--- src/rtl/fifo_rd_arb_pkg.sv ---
// fifo_rd_arb_pkg: shared types and constants for the FIFO read-side arbiter.
//   arb_state_t  : arbiter FSM states (IDLE, GRANT)
//   IDX_W        : consumer index width for the default 4-consumer build
//   STATS_W      : width of the optional statistics counters
//   idx_width()  : index width for an arbitrary consumer count (min 1 bit)
package fifo_rd_arb_pkg;

  typedef enum logic {
    IDLE  = 1'b0,
    GRANT = 1'b1
  } arb_state_t;

  localparam int unsigned NUM_REQ_DEF = 4;
  localparam int unsigned IDX_W       = $clog2(NUM_REQ_DEF);
  localparam int unsigned STATS_W     = 16;

  function automatic int unsigned idx_width(input int unsigned n);
    return (n > 1) ? $clog2(n) : 1;
  endfunction

endpackage

--- src/rtl/fifo_rd_arb_rr_pick.sv ---
// rr_pick: combinational round-robin picker.
// Searches req upward starting at last+1 (modulo NUM_REQ) and returns the
// first set bit both as a one-hot vector and as an index.
//   req  in  NUM_REQ  request vector
//   last in  IW       index granted most recently
//   pick out NUM_REQ  one-hot winner (all zero when req is zero)
//   idx  out IW       index of the winner (zero when req is zero)
module rr_pick
  import fifo_rd_arb_pkg::*;
#(
  parameter int unsigned NUM_REQ = NUM_REQ_DEF,
  parameter int unsigned IW      = IDX_W
) (
  input  logic [NUM_REQ-1:0] req,
  input  logic [IW-1:0]      last,
  output logic [NUM_REQ-1:0] pick,
  output logic [IW-1:0]      idx
);

  logic          found;
  logic [IW-1:0] cand;

  always_comb begin
    pick  = '0;
    idx   = '0;
    found = 1'b0;
    cand  = '0;
    // Offsets 1..NUM_REQ visit every consumer once, last itself at the end.
    for (int unsigned i = 1; i <= NUM_REQ; i++) begin
      cand = IW'((32'(last) + i) % NUM_REQ);
      if (!found && req[cand]) begin
        found      = 1'b1;
        pick[cand] = 1'b1;
        idx        = cand;
      end
    end
  end

endmodule

--- src/rtl/fifo_rd_arb.sv ---
// fifo_rd_arb: round-robin arbiter sharing one FIFO read port among NUM_REQ
// consumers. Each grant allows at most BURST_LEN pops; read data is returned
// to the granted consumer two cycles after its pop with a one-hot valid.
//
// Ports:
//   rclk      in   read-domain clock (posedge)
//   rrst      in   synchronous active-high reset
//   req       in   per-consumer request levels
//   rempty    in   FIFO empty flag
//   rdata     in   FIFO read data, valid the cycle after rinc
//   rinc      out  FIFO pop strobe (combinational)
//   gnt       out  registered one-hot grant, zero when idle
//   dout      out  registered read data
//   dvalid    out  registered one-hot owner of dout
//   busy      out  high while in GRANT
//   pop_cnt   out  (FIFO_RD_ARB_STATS_EN) wrapping count of rinc pulses
//   stall_cnt out  (FIFO_RD_ARB_STATS_EN) saturating count of req-while-empty cycles
//
// Optional feature macro: FIFO_RD_ARB_STATS_EN
module fifo_rd_arb
  import fifo_rd_arb_pkg::*;
#(
  parameter int unsigned NUM_REQ    = 4,
  parameter int unsigned DATA_WIDTH = 8,
  parameter int unsigned BURST_LEN  = 4
) (
  input  logic                  rclk,
  input  logic                  rrst,
  input  logic [NUM_REQ-1:0]    req,
  input  logic                  rempty,
  input  logic [DATA_WIDTH-1:0] rdata,
  output logic                  rinc,
  output logic [NUM_REQ-1:0]    gnt,
  output logic [DATA_WIDTH-1:0] dout,
  output logic [NUM_REQ-1:0]    dvalid,
  output logic                  busy
`ifdef FIFO_RD_ARB_STATS_EN
  ,
  output logic [STATS_W-1:0]    pop_cnt,
  output logic [STATS_W-1:0]    stall_cnt
`endif
);

  localparam int unsigned IW  = idx_width(NUM_REQ);
  localparam int unsigned BCW = $clog2(BURST_LEN) + 1;

  arb_state_t         state_q, state_d;
  logic [NUM_REQ-1:0] gnt_d;
  logic [NUM_REQ-1:0] pick;
  logic [NUM_REQ-1:0] p_oh;
  logic [IW-1:0]      last_q, last_d;
  logic [IW-1:0]      pick_idx;
  logic [IW-1:0]      p_idx_q;
  logic [BCW-1:0]     bcnt_q, bcnt_d;
  logic               grant_live;
  logic               burst_done;
  logic               p_vld_q;

  rr_pick #(
    .NUM_REQ (NUM_REQ),
    .IW      (IW)
  ) u_rr_pick (
    .req  (req),
    .last (last_q),
    .pick (pick),
    .idx  (pick_idx)
  );

  assign busy = (state_q == GRANT);

  // Pop decision: granted consumer still requesting and data available.
  always_comb begin
    grant_live = |(gnt & req);
    rinc       = !rrst && (state_q == GRANT) && grant_live && !rempty;
    burst_done = rinc && (bcnt_q == BCW'(BURST_LEN - 1));
  end

  always_comb begin
    state_d = state_q;
    gnt_d   = gnt;
    last_d  = last_q;
    bcnt_d  = bcnt_q;
    unique case (state_q)
      IDLE: begin
        if (|req && !rempty) begin
          state_d = GRANT;
          gnt_d   = pick;
          last_d  = pick_idx;
          bcnt_d  = '0;
        end
      end
      GRANT: begin
        if (rinc) begin
          bcnt_d = bcnt_q + 1'b1;
        end
        // All exit causes collapse into one release of the grant.
        if (burst_done || !grant_live || rempty) begin
          state_d = IDLE;
          gnt_d   = '0;
        end
      end
      default: begin
        state_d = IDLE;
        gnt_d   = '0;
      end
    endcase
  end

  always_ff @(posedge rclk) begin
    if (rrst) begin
      state_q <= IDLE;
      gnt     <= '0;
      last_q  <= IW'(NUM_REQ - 1);
      bcnt_q  <= '0;
    end else begin
      state_q <= state_d;
      gnt     <= gnt_d;
      last_q  <= last_d;
      bcnt_q  <= bcnt_d;
    end
  end

  // While granted, last_q holds the granted index, so it tags the pop.
  always_comb begin
    p_oh          = '0;
    p_oh[p_idx_q] = 1'b1;
  end

  always_ff @(posedge rclk) begin
    if (rrst) begin
      p_vld_q <= 1'b0;
      p_idx_q <= '0;
      dout    <= '0;
      dvalid  <= '0;
    end else begin
      p_vld_q <= rinc;
      p_idx_q <= last_q;
      if (p_vld_q) begin
        dout   <= rdata;
        dvalid <= p_oh;
      end else begin
        dvalid <= '0;
      end
    end
  end

`ifdef FIFO_RD_ARB_STATS_EN
  always_ff @(posedge rclk) begin
    if (rrst) begin
      pop_cnt   <= '0;
      stall_cnt <= '0;
    end else begin
      if (rinc) begin
        pop_cnt <= pop_cnt + 1'b1;
      end
      if (|req && rempty && (stall_cnt != '1)) begin
        stall_cnt <= stall_cnt + 1'b1;
      end
    end
  end
`endif

endmodule

--- config.mk ---
export PLATFORM = sky130hd
export DESIGN_NAME = fifo_rd_arb
export DESIGN_NICKNAME = d
export VERILOG_FILES = /design/src/rtl/fifo_rd_arb_pkg.sv /design/src/rtl/fifo_rd_arb_rr_pick.sv /design/src/rtl/fifo_rd_arb.sv
export SDC_FILE = /design/constraint.sdc
export NUM_CORES = 1
export LEC_CHECK = 0
export BUFFER_PORTS_ARGS = -buffer_cell sky130_fd_sc_hd__buf_4
export CAP_MARGIN = 20
export CORE_MARGIN = 10
export CORE_UTILIZATION = 43
export CTS_BUF_LIST = sky130_fd_sc_hd__clkbuf_16
export CTS_CLUSTER_SIZE = 25
export DETAILED_ROUTE_END_ITERATION = 8
export GPL_ROUTABILITY_DRIVEN = 0
export GPL_TIMING_DRIVEN = 0
export PLACE_DENSITY_LB_ADDON = 0.2
export SYNTH_ARGS = -nofsm -noshare
export SYNTH_HDL_FRONTEND = slang
export SYNTH_SLANG_ARGS = --single-unit
--- constraint.sdc ---
create_clock -name rclk -period 5.3 [get_ports rclk]
set_input_delay 1.06 -clock rclk [delete_from_list [all_inputs] [get_ports rclk]]
set_output_delay 1.06 -clock rclk [all_outputs]
set_load 0.05 [all_outputs]
After elaboration in Yosys (flattened, before gate mapping) --
Index checks and enable logic that the tools add are counted.
Cells by class: order comparisons 10, multiplexer cells 38, equality and inequality tests 4, reduce and logical (&&, ||, !) cells 27, bitwise logic cells 6, add/subtract/negate cells 5
Operators by type and width (count):
- $mux 4 | 6
- $lt 2x3->1 const B | 5
- $mux 1 | 14
- $logic_and 1x1->1 | 13
- $or 4x4->4 | 3
- $demux 1 s2 | 5
- $ge 2x1->1 const B | 5
- $bmux 1 s2 | 4
- $mux 2 | 4
- $pmux 4 s2 | 1
- $reduce_or 4->1 | 2
- $logic_not 1->1 | 6
- $mux 3 | 2
- $pmux 3 s2 | 1
- $reduce_and 2->1 | 3
- $add 2x1->2 const B | 2
- $add 2x2->2 const B | 2
- $and 4x4->4 | 1
- $ne 2x2->1 const B | 2
- $add 3x1->3 const B | 1
- $eq 3x2->1 const B | 1
- $logic_or 1x1->1 | 2
- $ne 2x1->1 const B | 1
- $not 1->1 | 2
- other kinds (2) | 2
Storage, ports and cells: logic and storage cells 98, register bits 25, input bits 15

Depth between registers and ports, before layout --
depth after elaboration 15, gate-level depth with buffers 8, gate-level depth less buffers 6

Modules after synthesis --
A second synthesis with hierarchy kept.
Second synthesis, totals: cells, all modules 170, area, all modules 1571.5 um2
Modules (own cells, without submodules):
- fifo_rd_arb | cells an instance 102, area each 1026.0 um2, instances 1
- rr_pick | cells an instance 68, area each 545.5 um2, instances 1

Worst setup path after synthesis --
OpenSTA, ideal clock, no wires.
path kind input to output, start point in req[1], end point out rinc, path slack 2029 ps, data arrival time 2211 ps, buffers on the path 1, cell stages on the path 4, cell sequence buf_2 a22o_1 o21ai_1 nor2_1
On the way: longest elaborated chain between the ends 4
Ends and longest elaborated chain:
- start: declaration | line fifo_rd_arb.sv:29 | input logic [NUM_REQ-1:0] req,
- $and 4x4->4 | line fifo_rd_arb.sv:73 | grant_live = |(gnt & req);
- $reduce_or 4->1 | line fifo_rd_arb.sv:73
- $logic_and 1x1->1 (2 in a row) | line fifo_rd_arb.sv:74 | rinc = !rrst && (state_q == GRANT) && grant_live && !rempty;
- end: declaration | line fifo_rd_arb.sv:32 | output logic rinc,
Every way passes these cells.

Worst setup path after layout --
start point in req[3], end point out rinc
Same word-level chain as after synthesis.

==> out/qor.yml <==
run_status:
  status: "complete, no violations"
power_and_ir_drop:
  p_per_area_nw_per_um2: 292.9
  leakage_uw: 0.0007751
  ir_drop_v: 0.0001857
clocking:
  cts_buffer_depth: 2
  post_cts_buffers: 0
  cts_buffers: 3
  clkSinkCount: 25
  cts_max_level: 1
  cts_resized: 0
  clk_pin_slew_ps: 60
  insertion_delay_ps: 260
  cts_tree: "yes"
  cts_root_buf: "clkbuf_16"
  cts_hold_buf: 0
synthesis:
  synth-seq-area-share_pct: 34.66
  synth.area.top_cells: "dfxtp_1 (35%), ha_1 (8.7%), mux2i_1 (6.2%), nor2_1 (4.9%), a21oi_1 (3.1%)"
  syn_area_um2: 1444
  synthDominantCellAreaShare_pct: 34.66
  syn_nets: 174
  synthCells: 149
  ys_ff_latch: 25
  synth_edf_count: 0
  synth_flop_cell: "dfxtp_1"
  yosys_warnings: 0
  synth_top_area_cell: "dfxtp_1"
  synthDistinctLibCells: 44
  synth.avg_cell_area_um2: 9.691
  async_reset_ff_share_pct: 0
route:
  drt-total-wl_um: 3582
  drc: 0
  wl_per_cell_um: 15.85
  vias: 1276
  drt_iter0_drc: 63
  avgViaCountPerCell: 5.646
  dr.pass1.iters: 4
  ant_nets: 0
sta:
  timing.slew.headroom_pct: 59.46
  fin_setup_tns_ps: 0
  setup-violations-final: 0
  post-route-period-util_pct: 63.57
  period_needed_ps: 3369
  grt_setup_unrepaired: "no"
  finClkSkew_ps: 3.230
  setup_ws_ps: 1931
  holdWs_ps: 463.8
  max_freq_mhz: 296.8
  finalHoldViolCount: 0
  slew_viol_final: 0
  worst_pin_slew_ps: 604.5
placement:
  dp.cells: 222
  pre_cts_slack_ps: 1931
  dp_hpwl_um: 2782
  numPortBuffers: 29
floorplan:
  die_x_um: 77.95
  num_rows: 20
  fp.coreArea_um2: 3128
  start_util_pct: 46.16
  design.die.area_um2: 6075
  die_h_um: 77.95
  io_pins: 33
global_route:
  grt_max_degree: 16
  grt_usage_pct: 11.59
  antenna_found_initial: 0
  gr-total-overflow: 0
  grt_pass1_vias: 1182
  grt_pass1_wl_um: 5823
cells_and_area:
  layout_common_cells: "buf_4 (30), dfxtp_1 (25), nor2_1 (19)"
  layout.cells.non_filler: 226
  final_common_cell: "buf_4"
  num_antenna_cells: 0
  finalNetCount: 208
  layout-drive-gt1-share_pct: 28.02
  syn2layout_area_growth_pct: 24.61
worst_setup_path:
  critPathKind: "in2out"
  cp-start-kind: "primary input"
  crit_path_max_incr_delay_ps: 410
  cp_common_cell: "buf_4"
  path_cells: "buf_4 -> buf_2 -> a22o_1 -> o21ai_1 -> nor2_1 -> buf_4"
  cp.arrival_ps: 2310
  cpMaxStageDelayCell: "o21ai_1"
  worst_ep_required_time_ps: 4240
  crit_fanout: 10
  cp-end-kind: "output pin"
run:
  drv_cap: 0
worst_hold_path:
  hold_path_class: "reg2reg"
[area by class of cell]
class | instances | area, µm²
repair buffers | 29 | 217.7
clock buffers | 3 | 75.07
inverters | 9 | 33.78
well taps | 44 | 55.05
fillers | 270 | 1329
plain buffers | 11 | 78.83
flip-flops and latches | 25 | 500.5
multi-input cells | 104 | 830.8
clock inverters | 1 | 7.507
[worst max-delay path: cells and delay by family]
kind | cells | cell delay (ps)
AOI/OAI and AO/OA | 2 | 690
and+or+nand+nor | 1 | 80
buffers and inverters | 3 | 480
[through the flow]
step | instance area [µm²] | total power [µW] | util [%]
floorplan | 1444 | 321.6 | -
global placement | 1717 | 356.3 | 54.88
detailed placement | 1717 | 361.0 | 54.88
CTS | 1799 | 529.7 | 57.52
global route | 1799 | 550.6 | 57.52
finish | 1799 | 527.1 | 57.52
[flip-flops by register name, summed over array words and instances (netlist names)]
signal   count
bcnt_q       3
busy         1
p_vld_q      1
gnt          4
dvalid       4
p_idx_q      2
last_q       2
dout         8
[metal layers]
| metal | GRT usage, % | vias up | part of all wire, % |
|---|---|---|---|
| met5 | 0 | - | 0 |
| met4 | 4.122 | 0 | 1.2 |
| met3 | 3.341 | 4 | 5.3 |
| met2 | 19.40 | 40 | 52 |
| met1 | 13.78 | 618 | 41 |
| li1 | - | 614 | - |
[final timing paths]
kind                                                to                    from  slack (ps)  depth (start not counted)
worst max-delay path                              rinc                  req[3]        1930                          6
worst min-delay path              dvalid[1]$_SDFF_PP0_   p_idx_q[0]$_SDFF_PP0_         460                          2
worst max register to register  last_q[1]$_SDFFE_PP1P_  last_q[1]$_SDFFE_PP1P_        2730                          6
worst min register to register    dvalid[1]$_SDFF_PP0_   p_idx_q[0]$_SDFF_PP0_         460                          2
[power breakdown]
part | leakage (µW) | internal, µW | switching (µW)
registers | 0.000203 | 197 | 12.2
clock network | 0.0000371 | 102 | 65.7
logic | 0.000535 | 63.8 | 85.4
total | 0.000775 | 364 | 163
[synthesized netlist by cell type (3+ instances only)]
master / number
a21oi_1: 9
nor2_1: 19
inv_1: 9
clkbuf_1: 3
buf_2: 3
a221oi_1: 5
nand3b_1: 5
nor3b_1: 3
a221o_1: 4
dfxtp_1: 25
o21a_1: 3
buf_6: 4
ha_1: 10
mux2i_1: 9
[logic make-up after synthesis]
family | share of synthesized area (%)
buffers and inverters | 7.798
muxes | 11.18
AOI/OAI and AO/OA | 19.32
adders and majority gates | 8.666
and+or+nand+nor | 18.37
DFF | 34.66
No activity file was read; power rests on OpenSTA's default activity.
